### src/rtl/instr_encoder_loader_pkg.sv
// Shared opcode, instruction-class and loader FSM definitions.
// The control unit decodes against the same opcode constants.
package instr_encoder_loader_pkg;

  localparam logic [5:0] OP_RTYPE = 6'b000000;
  localparam logic [5:0] OP_LW    = 6'b100011;
  localparam logic [5:0] OP_SW    = 6'b101011;
  localparam logic [5:0] OP_BEQ   = 6'b000100;
  localparam logic [5:0] OP_ADDI  = 6'b001000;

  localparam logic [2:0] CLS_R    = 3'd0;
  localparam logic [2:0] CLS_LW   = 3'd1;
  localparam logic [2:0] CLS_SW   = 3'd2;
  localparam logic [2:0] CLS_BEQ  = 3'd3;
  localparam logic [2:0] CLS_ADDI = 3'd4;

  typedef enum logic [1:0] {IDLE, LOAD, DONE} state_t;

endpackage

### src/rtl/instr_encoder_loader_pack.sv
// Combinational packer: instruction class plus decoded fields -> 32-bit MIPS word.
// Classes 5-7 raise illegal and yield a zero word.
module instr_pack
  import instr_encoder_loader_pkg::*;
(
  input  logic [2:0]  cls,
  input  logic [4:0]  rs,
  input  logic [4:0]  rt,
  input  logic [4:0]  rd,
  input  logic [5:0]  funct,
  input  logic [15:0] imm,
  output logic [31:0] word,
  output logic        illegal
);

  always_comb begin
    word    = '0;
    illegal = 1'b0;
    case (cls)
      CLS_R:    word = {OP_RTYPE, rs, rt, rd, 5'b00000, funct};
      CLS_LW:   word = {OP_LW,    rs, rt, imm};
      CLS_SW:   word = {OP_SW,    rs, rt, imm};
      CLS_BEQ:  word = {OP_BEQ,   rs, rt, imm};
      CLS_ADDI: word = {OP_ADDI,  rs, rt, imm};
      default:  illegal = 1'b1;
    endcase
  end

endmodule

### src/rtl/instr_encoder_loader.sv
// Program loader: accepts decoded field bundles and writes packed MIPS words
// into consecutive imem addresses starting at BASE_ADDR.
module instr_encoder_loader
  import instr_encoder_loader_pkg::*;
#(
  parameter int ADDR_W    = 8,
  parameter int DEPTH     = 256,
  parameter int BASE_ADDR = 0
) (
  input  logic              clk,
  input  logic              rst,
  input  logic              start,
  input  logic              in_valid,
  output logic              in_ready,
  input  logic [2:0]        in_class,
  input  logic [4:0]        in_rs,
  input  logic [4:0]        in_rt,
  input  logic [4:0]        in_rd,
  input  logic [5:0]        in_funct,
  input  logic [15:0]       in_imm,
  input  logic              in_last,
  output logic              mem_we,
  output logic [ADDR_W-1:0] mem_addr,
  output logic [31:0]       mem_wdata,
  output logic              busy,
  output logic              done,
  output logic [ADDR_W:0]   count,
  output logic              err
);

  localparam logic [ADDR_W-1:0] BASE = ADDR_W'(BASE_ADDR);
  localparam logic [ADDR_W-1:0] LAST = ADDR_W'(BASE_ADDR + DEPTH - 1);

  state_t            state, state_nx;
  logic [ADDR_W-1:0] ptr;
  logic [31:0]       word;
  logic              illegal;
  logic              xfer;

  instr_pack u_pack (
    .cls     (in_class),
    .rs      (in_rs),
    .rt      (in_rt),
    .rd      (in_rd),
    .funct   (in_funct),
    .imm     (in_imm),
    .word    (word),
    .illegal (illegal)
  );

  assign in_ready = (state == LOAD);
  assign busy     = (state == LOAD);
  assign done     = (state == DONE);
  assign xfer     = in_valid && in_ready;

  always_ff @(posedge clk or posedge rst)
    if (rst) state <= IDLE;
    else     state <= state_nx;

  // Full is detected on the write to the last address, so the pointer never wraps in-session.
  always_comb begin
    state_nx = state;
    case (state)
      IDLE:    if (start) state_nx = LOAD;
      LOAD:    if (xfer && (in_last || (!illegal && ptr == LAST))) state_nx = DONE;
      DONE:    if (start) state_nx = LOAD;
      default: state_nx = IDLE;
    endcase
  end

  always_ff @(posedge clk or posedge rst) begin
    if (rst) begin
      mem_we    <= 1'b0;
      mem_addr  <= '0;
      mem_wdata <= '0;
      ptr       <= BASE;
      count     <= '0;
      err       <= 1'b0;
    end else begin
      mem_we <= 1'b0;
      if (state != LOAD && start) begin
        ptr   <= BASE;
        count <= '0;
        err   <= 1'b0;
      end
      if (xfer) begin
        if (illegal) begin
          err <= 1'b1;
        end else begin
          mem_we    <= 1'b1;
          mem_addr  <= ptr;
          mem_wdata <= word;
          ptr       <= ptr + ADDR_W'(1);
          count     <= count + (ADDR_W+1)'(1);
        end
      end
    end
  end

endmodule

### config.mk
export PLATFORM = sky130hd
export DESIGN_NAME = instr_encoder_loader
export DESIGN_NICKNAME = d
export VERILOG_FILES = /design/src/rtl/instr_encoder_loader_pkg.sv /design/src/rtl/instr_encoder_loader_pack.sv /design/src/rtl/instr_encoder_loader.sv
export SDC_FILE = /design/constraint.sdc
export NUM_CORES = 1
export LEC_CHECK = 0
export ABC_AREA = 0
export CAP_MARGIN = 25
export CORE_MARGIN = 4
export CORE_UTILIZATION = 41
export CTS_CLUSTER_DIAMETER = 120
export CTS_CLUSTER_SIZE = 24
export DETAILED_ROUTE_END_ITERATION = 10
export HOLD_SLACK_MARGIN = 0.08
export PLACE_DENSITY = 0.77
export SYNTH_ARGS = -nofsm -noshare
export SYNTH_HDL_FRONTEND = slang
export SYNTH_SLANG_ARGS = --single-unit
export TNS_END_PERCENT = 20
### constraint.sdc
create_clock -name clk -period 1.65 [get_ports clk]
set_clock_uncertainty 0.15 [all_clocks]
set_input_delay 0.2475 -clock clk [delete_from_list [all_inputs] [get_ports clk]]
set_output_delay 0.2475 -clock clk [all_outputs]
set_load 0.1 [all_outputs]
# Yosys cells after proc, flatten, opt, wreduce, memory -nomap -nowiden
# Index checks and enable logic that the tools add are counted.
[classes]
addsub = 2
n_eq_ne = 10
mux = 15
n_reduce_logical = 11
[ops]
columns = ["operator", "count"]
rows = [
  ["one-hot mux 32 bit (5 select lines)", 1],
  ["two-way mux 9 bit", 3],
  ["two-way mux 8 bit", 3],
  ["adder 9 x 1 -> 9 bit (second input constant)", 1],
  ["adder 8 x 1 -> 8 bit (second input constant)", 1],
  ["equality test 8 bit (second input constant)", 1],
  ["equality test 3 x 2 -> 1 bit (second input constant)", 2],
  ["!= test 2 x 1 -> 1 bit (second input constant)", 3],
  ["two-way mux 1 bit", 5],
  ["OR reduction 5 bit", 1],
  ["logical AND 1 bit", 4],
  ["two-way mux 2 bit", 2],
  ["one-hot mux 2 bit (2 select lines)", 1],
  ["AND reduction 2 bit", 2],
  ["equality test 3 x 1 -> 1 bit (second input constant)", 1],
  ["equality test 3 bit (second input constant)", 1],
  ["zero test 3 bit", 1],
  ["equality test 2 x 1 -> 1 bit (second input constant)", 1],
  ["equality test 2 bit (second input constant)", 1],
  ["zero test 2 bit", 1],
  ["OR reduction 2 bit", 1],
  ["logical OR 1 bit", 1],
]
[word_totals]
regBits = 61
inputBits = 45
out_inout_bits = 54
wordCells = 45

# Longest topological paths before layout
[depth]
ltp_word = 7
mapped_depth = 5

# Hierarchy
# From an unflattened synthesis, not the netlist that was laid out.
[unflattened]
cells_unflattened = 257
hier_area_um2 = 3044.2
[by_module_without_submodules]
columns = ["mod", "instances", "cells_per_inst", "area_per_inst_um2", "seq_area_each_um2"]
rows = [
  ["instr_encoder_loader", 1, 190, 2541.2, 1526.5],
  ["instr_pack", 1, 67, 503.0, 0.0],
]

# Least setup slack after synthesis
# Ideal clock, no wire load.
[synth_timing]
kind = "reg2reg"
startpoint = "register count[0]"
endpoint = "register count[8]"
setup_time_ps = 93
arrival_time_ps = 1865
slack_ps = -458
path_stages_with_launch = 5
n_path_buf = 0
path_cell_list = "dfrtp_1 -> ha_1 -> nand4_1 -> nor4_1 -> mux2i_1"
[synth_between]
elab_chain_cells = 3
[synth_lines]
columns = ["element", "line", "text"]
rows = [
  ["start, declared", "instr_encoder_loader.sv:27", "output logic [ADDR_W:0] count,"],
  ["start signal, assigned", "instr_encoder_loader.sv:94", "count <= count + (ADDR_W+1)'(1);"],
  ["adder 9 x 1 -> 9 bit", "instr_encoder_loader.sv:94", ""],
  ["two-way mux 9 bit", "instr_encoder_loader.sv:87", "if (illegal) begin"],
  ["two-way mux 9 bit", "instr_encoder_loader.sv:86", "if (xfer) begin"],
]
# Every way passes these cells.
# A chain may end at the register's enable or synchronous reset.

# Worst setup path in the final report
[layout_timing]
startpoint = "register state[0]"
endpoint = "output busy"
[layout_between]
elab_chain_cells = 1
[layout_lines]
columns = ["element", "line", "text"]
rows = [
  ["start, declared", "instr_encoder_loader.sv:34", "state_t state, state_nx;"],
  ["start signal, assigned", "instr_encoder_loader.sv:58", "else state <= state_nx;"],
  ["equality test 2 x 1 -> 1 bit", "instr_encoder_loader.sv:52", "assign busy = (state == LOAD);"],
  ["end, declared", "instr_encoder_loader.sv:25", "output logic busy,"],
]
# Every way passes these cells.

==> impl_results.html <==
<table>
<tr><th>Metric</th><th>Value</th></tr>
<tr><th colspan="2">Floorplanning</th></tr>
<tr><td>Die Height</td><td>slightly above 90 um</td></tr>
<tr><td>Area of the die</td><td>0.00836 mm2</td></tr>
<tr><td>Core area</td><td>0.00679 mm2</td></tr>
<tr><td>Initial core utilization</td><td>42.0%</td></tr>
<tr><td>Horiz. Die Dim</td><td>91.5 um</td></tr>
<tr><td>Io pins</td><td>99</td></tr>
<tr><td>Number of placement rows</td><td>30</td></tr>
<tr><th colspan="2">STA</th></tr>
<tr><td>Count of final setup violators</td><td>5</td></tr>
<tr><td>Fmax</td><td>594 MHz</td></tr>
<tr><td>Period utilization</td><td>102%</td></tr>
<tr><td>Final sum of negative setup slack</td><td>-106 ps</td></tr>
<tr><td>Pins over their slew limit</td><td>0</td></tr>
<tr><td>Slew @ Worst Pin</td><td>around 500 ps</td></tr>
<tr><td>Hold violation count in the final report</td><td>0</td></tr>
<tr><td>Tightest slew margin relative to the limit</td><td>66.4%</td></tr>
<tr><td>Setup repair after global routing missed its margin</td><td>yes</td></tr>
<tr><td>Post-layout min period</td><td>1680 ps</td></tr>
<tr><td>Post-route setup slack</td><td>-34.6 ps</td></tr>
<tr><th colspan="2">CTS</th></tr>
<tr><td>Clock transition time at the flip-flop clock pins of the worst setup and hold paths</td><td>70 ps</td></tr>
<tr><td>Worst-Skew Late Latency</td><td>340 ps</td></tr>
<tr><td>Maximum level of the CTS H-tree</td><td>3</td></tr>
<tr><td>Clock tree from TritonCTS</td><td>yes</td></tr>
<tr><td>Number of buffers inserted by hold repair at cts</td><td>0</td></tr>
<tr><td>Total CTS buffers</td><td>9</td></tr>
<tr><td>Buffers from clock root to sink, at most</td><td>2</td></tr>
<tr><td>Library cell used as clock root buffer</td><td>sky130_fd_sc_hd__clkbuf_8</td></tr>
<tr><td>Num Clock Sinks</td><td>58</td></tr>
<tr><th colspan="2">Setup path</th></tr>
<tr><td>Worst r2r dst</td><td>mem_addr[7]$_DFFE_PP0P_</td></tr>
<tr><td>Family with the most delay on the worst path</td><td>flip-flops</td></tr>
<tr><td>Number of cells on the worst reg-to-reg path</td><td>5</td></tr>
<tr><td>Sort of element at the end of the critical path</td><td>output pin</td></tr>
<tr><td>FF-to-FF Start</td><td>state[0]$_DFFE_PP0P_</td></tr>
<tr><td>Critical path arrival</td><td>1290 ps</td></tr>
<tr><td>Setup CP Type</td><td>flop to output pin</td></tr>
<tr><td>Kind of start point of the critical path</td><td>flop</td></tr>
<tr><td>Slowest-stage cell, CP</td><td>sky130_fd_sc_hd__dfrtp_1</td></tr>
<tr><td>Critical path data required time</td><td>1250 ps</td></tr>
<tr><td>Critical path, cell by cell</td><td>or2b_1 -&gt; inv_4 -&gt; buf_12</td></tr>
<tr><td>Largest stage delay on the critical path</td><td>380 ps</td></tr>
<tr><td>Buffer and inverter count on the worst path</td><td>2</td></tr>
<tr><td>Biggest fanout along the worst timing path</td><td>3</td></tr>
<tr><td>Reg-to-reg slack, setup</td><td>-20 ps</td></tr>
<tr><th colspan="2">Detailed routing</th></tr>
<tr><td>DRT Pass-1 Iters</td><td>4</td></tr>
<tr><td>Per-cell via count in the routed design</td><td>around 5.2</td></tr>
<tr><td>Remaining antenna violation count</td><td>0</td></tr>
<tr><td>First DRT Iteration DRCs</td><td>149</td></tr>
<tr><td>Via Count</td><td>2,383</td></tr>
<tr><td>Total DRC errors in the routed layout</td><td>0</td></tr>
<tr><td>Detail-routed net length per standard cell</td><td>16.5 um</td></tr>
<tr><td>Wire length after detailed routing</td><td>7580 um</td></tr>
<tr><th colspan="2">Placed design</th></tr>
<tr><td>Final Wtd Congestion</td><td>0.814</td></tr>
<tr><td>Dpl hpwl</td><td>5190 um</td></tr>
<tr><td>Port-buffer cells</td><td>97</td></tr>
<tr><th colspan="2">Finish</th></tr>
<tr><td>Number of nets in the finished design</td><td>406</td></tr>
<tr><td>Register area</td><td>0.00147 mm2</td></tr>
<tr><td>Number of diodes added for antenna fixing</td><td>0</td></tr>
<tr><td>Synth-to-layout area growth</td><td>72.5%</td></tr>
<tr><td>Utilization of the core after routing</td><td>72.5%</td></tr>
<tr><td>Fill cell instance count of the final layout</td><td>453</td></tr>
<tr><td>Ratio of cells with drive above 1 in the final layout</td><td>a little under two fifths</td></tr>
<tr><td>Area of the multi-input gates</td><td>0.00130 mm2</td></tr>
<tr><th colspan="2">Yosys</th></tr>
<tr><td>Yosys warning total</td><td>0</td></tr>
<tr><td>Sequential cell area fraction in the yosys report</td><td>around half</td></tr>
<tr><td>#FFs+latches synth</td><td>58</td></tr>
<tr><td>Number of distinct library cells after synthesis</td><td>between 40 and 50</td></tr>
<tr><td>Top cells by area, synth</td><td>sky130_fd_sc_hd__dfrtp_1 (51%), sky130_fd_sc_hd__o21ai_0 (8.9%), sky130_fd_sc_hd__mux2i_1 (8.4%)</td></tr>
<tr><td>Synth top area share</td><td>50.8%</td></tr>
<tr><td>Largest area contributor in the netlist</td><td>sky130_fd_sc_hd__dfrtp_1</td></tr>
<tr><td>Mean area per synthesized cell</td><td>11.7 um2</td></tr>
<tr><td>Cell area after synthesis</td><td>0.00286 mm2</td></tr>
<tr><td>Total nets after synthesis</td><td>291</td></tr>
<tr><td>Cells after Synth</td><td>around 240</td></tr>
<tr><th colspan="2">Status</th></tr>
<tr><td>Failing checks</td><td>setup timing</td></tr>
<tr><td>Outcome</td><td>complete, but fails checks</td></tr>
<tr><th colspan="2">Flow run</th></tr>
<tr><td>Max capacitance violation total</td><td>0</td></tr>
<tr><th colspan="2">Global route</th></tr>
<tr><td>Largest net degree at the start of global routing</td><td>59</td></tr>
<tr><td>Total track usage</td><td>18.9%</td></tr>
<tr><td>Number of antenna violations at the first check in global routing</td><td>0</td></tr>
<tr><td>Global-route wire length before repair</td><td>about 13,000 um</td></tr>
<tr><td>Number of global-route vias before repair</td><td>2,516</td></tr>
<tr><td>Leftover overflow at the end of global routing</td><td>0</td></tr>
<tr><th colspan="2">Power</th></tr>
<tr><td>Power density cells</td><td>2260 mW/mm2</td></tr>
<tr><td>Proportion of power drawn by the clock network</td><td>13.8%</td></tr>
<tr><td>Sequential cell fraction of total power</td><td>21.8%</td></tr>
<tr><td>Fraction of power consumed by combinational cells</td><td>64.4%</td></tr>
<tr><td>Leakage power summed over all cells</td><td>around 2.1 nW</td></tr>
<tr><td>Maximum VDD drop</td><td>1.55 mV</td></tr>
<tr><td>Switching Fraction</td><td>50.5%</td></tr>
<tr><td>Pint</td><td>0.00550 W</td></tr>
<tr><td>Switching component of the power</td><td>~0.0056 W</td></tr>
<tr><th colspan="2">Min path</th></tr>
<tr><td>Class of the most critical hold timing path</td><td>input pin to asynchronous set/reset pin</td></tr>
</table>
[synthesized netlist by cell type (all sizes together)]
| cell | instances |
|---|---|
| dfrtp | 58 |
| o21ai | 54 |
| mux2i | 24 |
| mux2 | 18 |
| buf | 14 |
| nand3 | 11 |
| nand2 | 10 |
| clkbuf | 6 |
| nor4 | 6 |
| inv | 5 |
| nor3 | 5 |
| nand4 | 4 |
| a21oi | 3 |
| ha | 2 |
| nand3b | 2 |
| nor2 | 2 |
| o221ai | 2 |
| o31ai | 2 |
| or3 | 2 |
| a21boi | 1 |
| a21o | 1 |
| a22o | 1 |
| a2bb2oi | 1 |
| a311o | 1 |
| and2b | 1 |
| and3 | 1 |
| and3b | 1 |
| and4 | 1 |
| conb | 1 |
| o21a | 1 |
| o311ai | 1 |
| or2b | 1 |
| xnor2 | 1 |
[flip-flops by register name, indices dropped and copies added (netlist names)]
register / flops
state: 2
ptr: 8
count: 9
mem_wdata: 29
mem_we: 1
mem_addr: 8
err: 1
[layer usage]
metal	global-route usage (%)	share of wire [%]	up-vias
met5	0	0	-
met1	22.5	40	1165
met2	30.8	51	86
li1	-	-	1120
met4	8.92	1.6	0
met3	6.21	7.2	12
[power groups by stage]
stage	Combinational (W)	Sequential [W]	Clock, W
after CTS	0.00702	0.00246	0.00157
final	0.00715	0.00242	0.00154
after floorplan	0.00149	0.00520	0
after detailed placement	0.00690	0.00248	0
after global routing	0.00737	0.00247	0.00164
after global placement	0.00684	0.00246	0
[worst register-to-register path, delay by kind of cell, from the launching register on]
family,cells,cell delay (ps)
flops,1,400
buf+inv,2,330
simple gates,2,320
mux,1,350
[worst max path at each step]
stage / start / endpoint / slack (ps) / cells after the start
detailed placement: in_class[0] / ptr[7]$_DFF_PP0_ / -300 / 4
floorplan: count[7]$_DFF_PP0_ / count[8]$_DFF_PP0_ / -120 / 3
finish: state[0]$_DFFE_PP0P_ / busy / -30 / 3
global placement: in_class[0] / count[8]$_DFF_PP0_ / -240 / 4
CTS: state[0]$_DFFE_PP0P_ / busy / -50 / 3
global route: state[0]$_DFFE_PP0P_ / busy / -80 / 3
[cells in the final DEF, fill, tap and decap left out, types with 3 or more instances in the layout]
cell type / n
sky130_fd_sc_hd__buf_12: 58
sky130_fd_sc_hd__dfrtp_1: 51
sky130_fd_sc_hd__o21ai_0: 45
sky130_fd_sc_hd__clkdlybuf4s50_1: 43
sky130_fd_sc_hd__mux2i_1: 24
sky130_fd_sc_hd__buf_4: 19
sky130_fd_sc_hd__mux2_4: 13
sky130_fd_sc_hd__clkbuf_8: 12
sky130_fd_sc_hd__nand3_1: 11
sky130_fd_sc_hd__nand2_1: 9
sky130_fd_sc_hd__o21ai_1: 8
sky130_fd_sc_hd__mux2_2: 5
sky130_fd_sc_hd__nand4_1: 4
sky130_fd_sc_hd__nor4_4: 4
sky130_fd_sc_hd__dfrtp_4: 4
sky130_fd_sc_hd__inv_1: 3
sky130_fd_sc_hd__nor3_1: 3
sky130_fd_sc_hd__a21oi_1: 3
sky130_fd_sc_hd__dfrtp_2: 3
[layout make-up]
class                           count  share of cell area [%]
Clock inverter                      4                    1.47
Timing Repair Buffer              123                    35.9
Tap cell                           96                    2.44
Inverter                            5                   0.508
Clock buffer                       12                    3.35
Sequential cell                    58                    29.9
Multi-Input combinational cell    162                    26.4
[logic make-up after synthesis]
family	after synthesis	share of synthesized area [%]
xor gates and xnor gates	1	0.307
and+or+nand+nor	47	11.3
buffers and inverters	25	5.52
DFF	58	50.8
AOI/OAI and AO/OA	68	13.8
other	1	0.131
muxes	42	17.2
adders and majority gates	2	0.876
[what timing repair did]
| item | in CTS | in global routing |
|---|---|---|
| gates cloned | 0 | 1 |
| resized for setup | 4 | 15 |
| setup buffers | 4 | 5 |
| pin swaps | 0 | 4 |
| hold endpoints to repair | 0 | 0 |
| endpoints found under the setup margin | 3 | 51 |
[stage by stage]
| stage | area (um2) | power (W) | hold slack [ps] | std cells | setup WS (ps) |
|---|---|---|---|---|---|
| 2_1_floorplan | 2900 | 0.00669 | 191 | 244 | -124 |
| 3_3_place_gp | 4550 | 0.00930 | 341 | 434 | -236 |
| 3_5_place_dp | 4550 | 0.00939 | 366 | 434 | -300 |
| 4_1_cts | 4830 | 0.0111 | 196 | 454 | -51.4 |
| 5_1_grt | 4920 | 0.0115 | 222 | 460 | -75.4 |
| 6_report | 4920 | 0.0111 | 189 | 460 | -34.6 |
No activity file was read; power rests on OpenSTA's default activity.
